--- src/rtl/uart_tx_buffered.sv ---
// Buffered 8N1 UART transmitter: a power-of-two circular FIFO feeds a
// start/data/stop serializer whose line output comes straight from a flop.
module uart_tx_buffered #(
    parameter int CLOCK_FREQ  = 25000000,
    parameter int BAUD_RATE   = 115200,
    parameter int BUFFER_SIZE = 16
) (
    input  logic                           clk,
    input  logic                           rst_n,
    input  logic                           wr_en,
    input  logic [7:0]                     wr_data,
    output logic                           full,
    output logic                           empty,
    output logic [$clog2(BUFFER_SIZE):0]   count,
    output logic                           busy,
    output logic                           tx
);

    localparam int DIV_RAW = CLOCK_FREQ / BAUD_RATE;
    localparam int DIV     = (DIV_RAW < 1) ? 1 : DIV_RAW;
    localparam int CNT_W   = (DIV > 1) ? $clog2(DIV) : 1;
    localparam int PTR_W   = $clog2(BUFFER_SIZE);
    localparam int CW      = PTR_W + 1;
    localparam int DIV_M1  = DIV - 1;

    localparam logic [CNT_W-1:0] CNT_LAST = DIV_M1[CNT_W-1:0];
    localparam logic [CW-1:0]    FULL_CNT = BUFFER_SIZE[CW-1:0];

    typedef enum logic [1:0] {
        S_IDLE,
        S_START,
        S_DATA,
        S_STOP
    } state_e;

    state_e            state_q;
    logic [CNT_W-1:0]  baud_cnt_q;
    logic [2:0]        bit_idx_q;
    logic [7:0]        shift_q;
    logic              tx_q;
    logic              busy_q;

    logic [7:0]        mem_q [BUFFER_SIZE];
    logic [PTR_W-1:0]  wr_ptr_q, wr_ptr_d;
    logic [PTR_W-1:0]  rd_ptr_q, rd_ptr_d;
    logic [CW-1:0]     count_q, count_d;

    logic              wr_accept;
    logic              bit_end;
    logic              pop;

    // full is taken from the registered count, so a write on a popping edge
    // while full is still dropped.
    always_comb begin
        wr_accept = wr_en && (count_q != FULL_CNT);
        bit_end   = (baud_cnt_q == CNT_LAST);
        pop       = (count_q != '0) &&
                    ((state_q == S_IDLE) || ((state_q == S_STOP) && bit_end));
    end

    always_comb begin
        wr_ptr_d = wr_ptr_q;
        rd_ptr_d = rd_ptr_q;
        count_d  = count_q;
        if (wr_accept) begin
            wr_ptr_d = wr_ptr_q + PTR_W'(1);
        end
        if (pop) begin
            rd_ptr_d = rd_ptr_q + PTR_W'(1);
        end
        if (wr_accept && !pop) begin
            count_d = count_q + CW'(1);
        end else if (pop && !wr_accept) begin
            count_d = count_q - CW'(1);
        end
    end

    always_ff @(posedge clk or negedge rst_n) begin
        if (!rst_n) begin
            wr_ptr_q <= '0;
            rd_ptr_q <= '0;
            count_q  <= '0;
        end else begin
            wr_ptr_q <= wr_ptr_d;
            rd_ptr_q <= rd_ptr_d;
            count_q  <= count_d;
        end
    end

    always_ff @(posedge clk) begin
        if (wr_accept) begin
            mem_q[wr_ptr_q] <= wr_data;
        end
    end

    always_ff @(posedge clk or negedge rst_n) begin
        if (!rst_n) begin
            state_q    <= S_IDLE;
            baud_cnt_q <= '0;
            bit_idx_q  <= '0;
            shift_q    <= '0;
            tx_q       <= 1'b1;
            busy_q     <= 1'b0;
        end else begin
            case (state_q)
                S_IDLE: begin
                    baud_cnt_q <= '0;
                    if (pop) begin
                        shift_q <= mem_q[rd_ptr_q];
                        tx_q    <= 1'b0;
                        busy_q  <= 1'b1;
                        state_q <= S_START;
                    end
                end
                S_START: begin
                    if (bit_end) begin
                        baud_cnt_q <= '0;
                        bit_idx_q  <= '0;
                        tx_q       <= shift_q[0];
                        state_q    <= S_DATA;
                    end else begin
                        baud_cnt_q <= baud_cnt_q + CNT_W'(1);
                    end
                end
                S_DATA: begin
                    if (bit_end) begin
                        baud_cnt_q <= '0;
                        if (bit_idx_q == 3'd7) begin
                            tx_q    <= 1'b1;
                            state_q <= S_STOP;
                        end else begin
                            bit_idx_q <= bit_idx_q + 3'd1;
                            shift_q   <= {1'b0, shift_q[7:1]};
                            tx_q      <= shift_q[1];
                        end
                    end else begin
                        baud_cnt_q <= baud_cnt_q + CNT_W'(1);
                    end
                end
                S_STOP: begin
                    if (bit_end) begin
                        baud_cnt_q <= '0;
                        // Chain straight into the next start bit when bytes wait.
                        if (pop) begin
                            shift_q <= mem_q[rd_ptr_q];
                            tx_q    <= 1'b0;
                            state_q <= S_START;
                        end else begin
                            busy_q  <= 1'b0;
                            state_q <= S_IDLE;
                        end
                    end else begin
                        baud_cnt_q <= baud_cnt_q + CNT_W'(1);
                    end
                end
                default: begin
                    state_q <= S_IDLE;
                    busy_q  <= 1'b0;
                    tx_q    <= 1'b1;
                end
            endcase
        end
    end

    assign count = count_q;
    assign full  = (count_q == FULL_CNT);
    assign empty = (count_q == '0);
    assign busy  = busy_q;
    assign tx    = tx_q;

endmodule

--- config.mk ---
export PLATFORM = sky130hd
export DESIGN_NAME = uart_tx_buffered
export DESIGN_NICKNAME = d
export VERILOG_FILES = /design/src/rtl/uart_tx_buffered.sv
export SDC_FILE = /design/constraint.sdc
export NUM_CORES = 1
export LEC_CHECK = 0
export ABC_AREA = 0
export CAP_MARGIN = 20
export CORE_MARGIN = 2
export CORE_UTILIZATION = 50
export CTS_CLUSTER_DIAMETER = 50
export DETAILED_ROUTE_END_ITERATION = 6
export GPL_ROUTABILITY_DRIVEN = 0
export PLACE_DENSITY = 0.68
export SLEW_MARGIN = 20
export SYNTH_ARGS = -nofsm -noshare
export SYNTH_HDL_FRONTEND = slang
export SYNTH_SLANG_ARGS = --single-unit
--- constraint.sdc ---
create_clock -name clk -period 2.9 [get_ports clk]
set_clock_uncertainty 0.1 [all_clocks]
set_input_delay 0.58 -clock clk [delete_from_list [all_inputs] [get_ports clk]]
set_output_delay 0.58 -clock clk [all_outputs]
set_load 0.02 [all_outputs]
==> results of run 1 <==
[cell type report]
type / count / area share, %
clock buffer: 19 / 5.31
clock inverter: 12 / 2.18
inverter: 11 / 0.507
multi-input combinational: 276 / 26.3
sequential: 164 / 58.3
tap: 180 / 2.76
timing repair buffer: 45 / 4.70
[per-layer routing]
layer	global-route usage (%)	routed length, µm	vias up
met5	0	0	-
met4	6.18	121	0
met2	32.6	6930	108
li1	-	-	1882
met3	5.44	771	10
met1	25.9	5770	1992
[how the worst min path moves through the flow]
stage	start	slack, ns	end
2_1_floorplan	rst_n	0.18	baud_cnt_q[0]
3_3_place_gp	baud_cnt_q[0]	0.41	baud_cnt_q[0]
3_5_place_dp	bit_idx_q[1]	0.42	bit_idx_q[1]
4_1_cts	rst_n	0.18	baud_cnt_q[6]
5_1_grt	rst_n	0.21	baud_cnt_q[3]
6_report	rst_n	0.17	baud_cnt_q[3]
[flip-flops by register name, indices dropped and copies added, names as in the netlist]
signal,cells
wr_ptr_q,4
shift_q,8
count,5
baud_cnt_q,8
tx,1
state_q,2
busy,1
bit_idx_q,3
rd_ptr_q,4
mem_q,128
[per-stage QoR]
step,instances,hold WS (ns)
floorplan,474,0.184
global placement,674,0.405
detailed placement,674,0.417
CTS,705,0.183
global route,707,0.214
finish,707,0.168
[placed cells by master, fill, tap and decap left out, drive strengths merged, types with 3 or more instances in the layout]
cell / count
edfxtp: 128
mux2i: 57
nor2: 35
dfrtp: 35
a22oi: 28
buf: 27
nand2: 21
clkbuf: 19
ha: 18
clkdlybuf4s50: 17
inv: 14
nand3: 13
o21ai: 10
xnor2: 9
xor2: 8
a21oi: 8
a31oi: 8
a32oi: 7
nor2b: 6
nor3: 5
mux4: 5
nand2b: 4
and3: 4
and2: 4
bufinv: 4
nand4: 3
a22o: 3
a21o: 3
clkinvlp: 3
[kinds of logic (layout without fill, tap and decap cells)]
kind of cell | Yosys count | after routing | share of synthesized area, %
compound gates | 74 | 74 | 7.62
xor+xnor | 17 | 17 | 2.12
fa+ha+maj | 19 | 19 | 3.50
buf+inv | 34 | 87 | 2.04
flops | 164 | 164 | 67.7
mux | 64 | 64 | 10.1
simple gates | 102 | 102 | 6.93
[what timing repair did]
action,in CTS,in global routing
buffers inserted,0,2
resized for setup,1,6
setup endpoints to repair,2,2
[where the power goes]
group	switching, W	internal, W
sequential	0.000319	0.00293
combinational	0.00150	0.00116
clock	0.000854	0.00144
==> out/metrics.csv, run 1 <==
stage;metric;value;unit
global_route;initial antenna violation count;0;
detailed_routing;Post-Route WL;13.6;mm
synth;Post-synth EDFFs;128;
synth;synth unique cells;44;
layout;Sequential cell area;4750;µm²
global_route;vias in the first global route;4033;
run_status;status;finished, final reports clean;
placed_design;Placed Area;7500;µm²
synth;top cell type's share of synthesized area;54.8;%
timing;Slew @ Worst Pin;0.848;ns
timing;final setup fails;0;
clock_network;CTS Buffer Depth;2;
worst_setup_path;Worst setup EP type;flop;
global_route;gr usage total;19.8;%
layout;Layout fillers;1086;
worst_setup_path;CP top delay family;adder cells;
worst_setup_path;Worst Setup Start Kind;flop;
worst_setup_path;Max stage delay on crit path;0.41;ns
detailed_routing;antenna-violating nets left;0;
die;full die area;15000;µm²
worst_setup_path;reg2reg start;baud_cnt_q[0];
synth;Synth Cell Area;7010;µm²
clock_network;clock slew at reported path FFs;0.06;ns
worst_hold_path;HP Class;input pin to asynchronous set/reset pin;
clock_network;TritonCTS buffer count;17;
global_route;largest net degree at the start of global routing;37;
synth;Area contributors post-synth;edfxtp_1 (55%), dfrtp_1 (12%), mux2i_1 (8.1%);
global_route;GRT overflow;0;
clock_network;clock network latency to the later pin of the worst-skew pair;0.42;ns
synth;Ys Warns;0;
die;Die Span Y;122;µm
synth;count of state elements after synthesis;164;
detailed_routing;vias after detailed routing;3992;
placed_design;dpl ws;0.0119;ns
timing;Final Hold Vio Count;0;
clock_network;clk root buf;clkbuf_16;
layout;share of cells above drive strength 1;13.7;%
detailed_routing;Routed WL per cell;19.2;µm
power;Pwr Total;0.00820;W
synth;Post-synth top cells;edfxtp_1 (128), mux2i_1 (57), dfrtp_1 (35), nor2_1 (35), a22oi_1 (28);
worst_setup_path;crit-path cells;inv_1 > ha_1 > nand4_1 > nor2_1 > o21a_1 > inv_1 > ha_2 > inv_2 > fa_2 > a21o_1 > a21oi_1 > xnor2_1 > nor2_1 > xor2_1;
detailed_routing;Initial DRT Pass Iterations;5;
clock_network;clock net sink count;164;
worst_setup_path;Crit Path Category;flop to flop;
clock_network;Hold Buf Count CTS;0;
die;IO Pins;20;
global_route;global-route wire length before repair;21.6;mm
die;# rows;43;
synth;Gate Count Post-Synth;474;
clock_network;Max H-tree Level;4;
worst_setup_path;arrival time worst endpoint;2.84;ns
detailed_routing;vias per std cell;5.65;
die;core box area;13800;µm²
worst_setup_path;worst r2r dst;count[4];
worst_setup_path;Crit path buffers/inverters;3;
synth;syn_nets;504;
power;VDD IR max;0.560;mV
layout;Final Instance Area;8150;µm²
detailed_routing;Iteration-0 DRC Markers;357;
clock_network;TritonCTS clock tree;built;
detailed_routing;drt drc;0;
timing;max-slew violations;0;
worst_setup_path;Reg2Reg Depth;14;
die;Starting Density;50.9;%
layout;Nets;545;
placed_design;port bufs;19;
worst_setup_path;Crit. path cell count;14;
timing;TNS Setup;0;ns
timing;final period utilization;91.0;%
synth;Mapped Avg Cell Area;14.8;µm²
timing;Slew HR;43.5;%
power;Lkg Pwr;3.03;nW
layout;final core utilization;59.2;%
synth;Seq/Total Area, Yosys;67.7;%
timing;Final min period;2.64;ns
placed_design;hpwl dp;9.15;mm
synth;most common cell in the netlist;edfxtp_1;
layout;Multi-input gate area;2140;µm²
die;Die W;122;µm
worst_setup_path;CP max FO;6;
worst_setup_path;Required @ worst endpoint;3.10;ns
layout;Antenna Cells;0;
worst_setup_path;crit path from;baud_cnt_q[0];
worst_setup_path;reg2reg setup slack;0.26;ns
layout;Area Growth Syn to Fin;16.3;%
job;Max Cap Violations;0;
timing;achievable frequency;379;MHz
power;total power per unit cell area;1010;nW/µm²
synth;Async S/R FF share, synth;22.0;%
timing;RSZ-0062 raised after global routing;no;
worst_setup_path;Slowest-stage cell, CP;dfrtp_2;
worst_setup_path;Worst Setup EP;count[4];
synth;predominant post-synthesis flop cell;edfxtp_1;
timing;min setup slack post-route;0.261;ns
synth;post-synthesis cell type with the largest combined area;edfxtp_1;
Note: power is estimated with default switching activity, not from simulation.
==> run 2: changes to the inputs <==
--- a/config.mk
+++ b/config.mk
@@ -13,7 +13,7 @@
 export DETAILED_ROUTE_END_ITERATION = 6
 export GPL_ROUTABILITY_DRIVEN = 0
 export PLACE_DENSITY = 0.68
-export SLEW_MARGIN = 20
+export SLEW_MARGIN = 10
 export SYNTH_ARGS = -nofsm -noshare
 export SYNTH_HDL_FRONTEND = slang
 export SYNTH_SLANG_ARGS = --single-unit
==> results of run 2 <==
Final layout, timing and power as in run 1 (identical DEF).
==> run 3: changes to the inputs <==
--- a/config.mk
+++ b/config.mk
@@ -5,14 +5,13 @@
 export SDC_FILE = /design/constraint.sdc
 export NUM_CORES = 1
 export LEC_CHECK = 0
-export ABC_AREA = 0
 export CAP_MARGIN = 20
 export CORE_MARGIN = 2
-export CORE_UTILIZATION = 50
+export CORE_UTILIZATION = 61
 export CTS_CLUSTER_DIAMETER = 50
 export DETAILED_ROUTE_END_ITERATION = 6
 export GPL_ROUTABILITY_DRIVEN = 0
-export PLACE_DENSITY = 0.68
+export PLACE_DENSITY = 0.8
 export SLEW_MARGIN = 10
 export SYNTH_ARGS = -nofsm -noshare
 export SYNTH_HDL_FRONTEND = slang
==> run 3 against run 2 <==
Compared with the run above:
- non-clock buffer count shrank 2
- register-to-register slack lost 0.03 ns
- design area shrank 1.4%
- count of clock-buffer cells in the layout is 1 higher
- via count is 1.3% higher
- critical endpoint unchanged
- highest routed layer unchanged
==> out/metrics.csv, run 3 (synthesized netlist as in run 1, its figures left out) <==
stage;metric;value;unit
layout;Final Instance Area;8040;µm²
die;full die area;12400;µm²
worst_setup_path;Max stage delay on crit path;0.43;ns
power;switching power;0.00276;W
worst_setup_path;Worst setup EP type;flop;
layout;Reg with most FFs;mem_q;
layout;commonest cells after routing, fill and taps aside;edfxtp_1 (128), mux2i_1 (57), nor2_1 (34);
power;clock group share of total power;25.8;%
clock_network;clk root buf;clkbuf_16;
placed_design;hpwl dp;9.00;mm
layout;Nets;543;
detailed_routing;Iteration-0 DRC Markers;424;
worst_setup_path;arrival time worst endpoint;2.88;ns
power;Pint;0.00527;W
timing;Final min period;2.67;ns
clock_network;TritonCTS clock tree;built;
detailed_routing;drt drc;0;
power;total power per unit cell area;999;nW/µm²
clock_network;CTS Buffer Depth;2;
clock_network;clock net sink count;164;
worst_setup_path;Reg2Reg Depth;12;
die;IO Pins;20;
die;Die Span Y;111;µm
global_route;GRT overflow;0;
detailed_routing;vias after detailed routing;4042;
worst_setup_path;crit-path cells;nor4_4 > nand2b_1 > o21a_1 > inv_1 > ha_2 > inv_2 > fa_2 > a21o_1 > a21oi_1 > xnor2_1 > nor2_1 > xor2_1;
layout;Antenna Cells;0;
placed_design;port bufs;19;
run_status;status;finished, final reports clean;
detailed_routing;vias per std cell;6.04;
global_route;global-route wire length before repair;22.2;mm
timing;final period utilization;92.0;%
detailed_routing;Routed WL per cell;20.7;µm
worst_setup_path;Worst Setup Start Kind;flop;
layout;commonest non-fill, non-tap cell in the layout;edfxtp_1;
global_route;initial antenna violation count;0;
die;# rows;39;
layout;max FFs per register;128;
timing;Slew HR;44.9;%
timing;max-slew violations;0;
power;combinational share of power;33.1;%
clock_network;Max H-tree Level;4;
power;Sw Share;34.4;%
timing;final setup fails;0;
global_route;gr usage total;24.2;%
timing;Final Hold Vio Count;0;
timing;Slew @ Worst Pin;0.827;ns
power;Flop pwr share;41.1;%
clock_network;clock network latency to the later pin of the worst-skew pair;0.42;ns
clock_network;clock slew at reported path FFs;0.06;ns
worst_setup_path;Crit Path Category;flop to flop;
layout;share of cells above drive strength 1;13.7;%
layout;largest registers;mem_q x128, baud_cnt_q x8, shift_q x8;
power;VDD IR max;0.882;mV
die;core box area;11300;µm²
timing;RSZ-0062 raised after global routing;no;
timing;TNS Setup;0;ns
detailed_routing;antenna-violating nets left;0;
detailed_routing;Initial DRT Pass Iterations;5;
job;Max Cap Violations;0;
worst_hold_path;HP Class;input pin to asynchronous set/reset pin;
placed_design;Placed Area;7450;µm²
die;Starting Density;61.9;%
die;Die W;111;µm
clock_network;TritonCTS buffer count;17;
layout;Area Growth Syn to Fin;14.7;%
detailed_routing;Post-Route WL;13.8;mm
timing;achievable frequency;375;MHz
worst_setup_path;CP max FO;5;
power;Lkg Pwr;3.00;nW
global_route;largest net degree at the start of global routing;37;
global_route;vias in the first global route;4109;
worst_setup_path;Slowest-stage cell, CP;dfrtp_1;
worst_setup_path;reg2reg start;count[2];
worst_setup_path;Required @ worst endpoint;3.11;ns
worst_setup_path;crit path from;count[2];
run 3: changes by cell type in the layout (fill, tap and decap cells not counted), sizes merged:
cell      before  now
clkinv         2    7
bufinv         4    1
buf           27   25
clkbuf        19   20
clkinvlp       3    2
inv           14   13
run 3: layout make-up:
cell class	instances	area, µm²
inverter	11	41.3
sequential	164	4750
fill	721	3280
timing repair buffer	43	368
tap	143	179
clock inverter	12	108
multi-input combinational	276	2150
clock buffer	20	437
run 3: power groups by stage:
stage	clock network, W	logic [W]	registers (W)
finish	0.00207	0.00266	0.00330
global route	0.00221	0.00293	0.00335
detailed placement	0	0.00260	0.00331
global placement	0	0.00250	0.00329
CTS	0.00209	0.00263	0.00328
floorplan	0	0.00195	0.00318
run 3: metal layers:
metal	routed length [µm]	vias up	GRT usage, %
met1	5800	1986	33.2
met3	1010	20	6.94
met5	0	-	0
met4	214	0	8.81
li1	-	1881	-
met2	6800	155	37.3
run 3: timing repair:
action | CTS | global route
gates resized for setup | 1 | 9
buffers inserted | 0 | 1
hold buffers | 0 | 0
pin swaps | 0 | 1
setup endpoints to repair | 1 | 3
run 3: final timing paths:
path	end	slack (ns)
max reg2reg	count[4]	0.23
max	count[4]	0.23
min reg2reg	baud_cnt_q[0]	0.41
min	count[1]	0.15
max in group asynchronous	baud_cnt_q[0]	1.98
min in group clk	baud_cnt_q[0]	0.41
run 3: stage by stage:
| step | hold slack [ns] | total power, W | cells | utilization [%] | worst slack [ns] |
|---|---|---|---|---|---|
| after floorplan | 0.184 | 0.00513 | 474 | - | 0.0633 |
| after global placement | 0.406 | 0.00579 | 636 | 65.8 | 0.0883 |
| after detailed placement | 0.425 | 0.00592 | 636 | 65.8 | 0.0290 |
| after CTS | 0.167 | 0.00800 | 668 | 70.6 | 0.0122 |
| after global routing | 0.211 | 0.00849 | 669 | 71.0 | 0.0124 |
| final | 0.148 | 0.00803 | 669 | 71.0 | 0.233 |
run 3: worst max-delay path: cells and delay by family (launching register included):
family | cells | cell delay, ns
fa+ha+maj | 2 | 0.56
compound gates | 3 | 0.47
xor+xnor | 2 | 0.27
flops | 1 | 0.43
buf+inv | 2 | 0.17
simple gates | 3 | 0.55
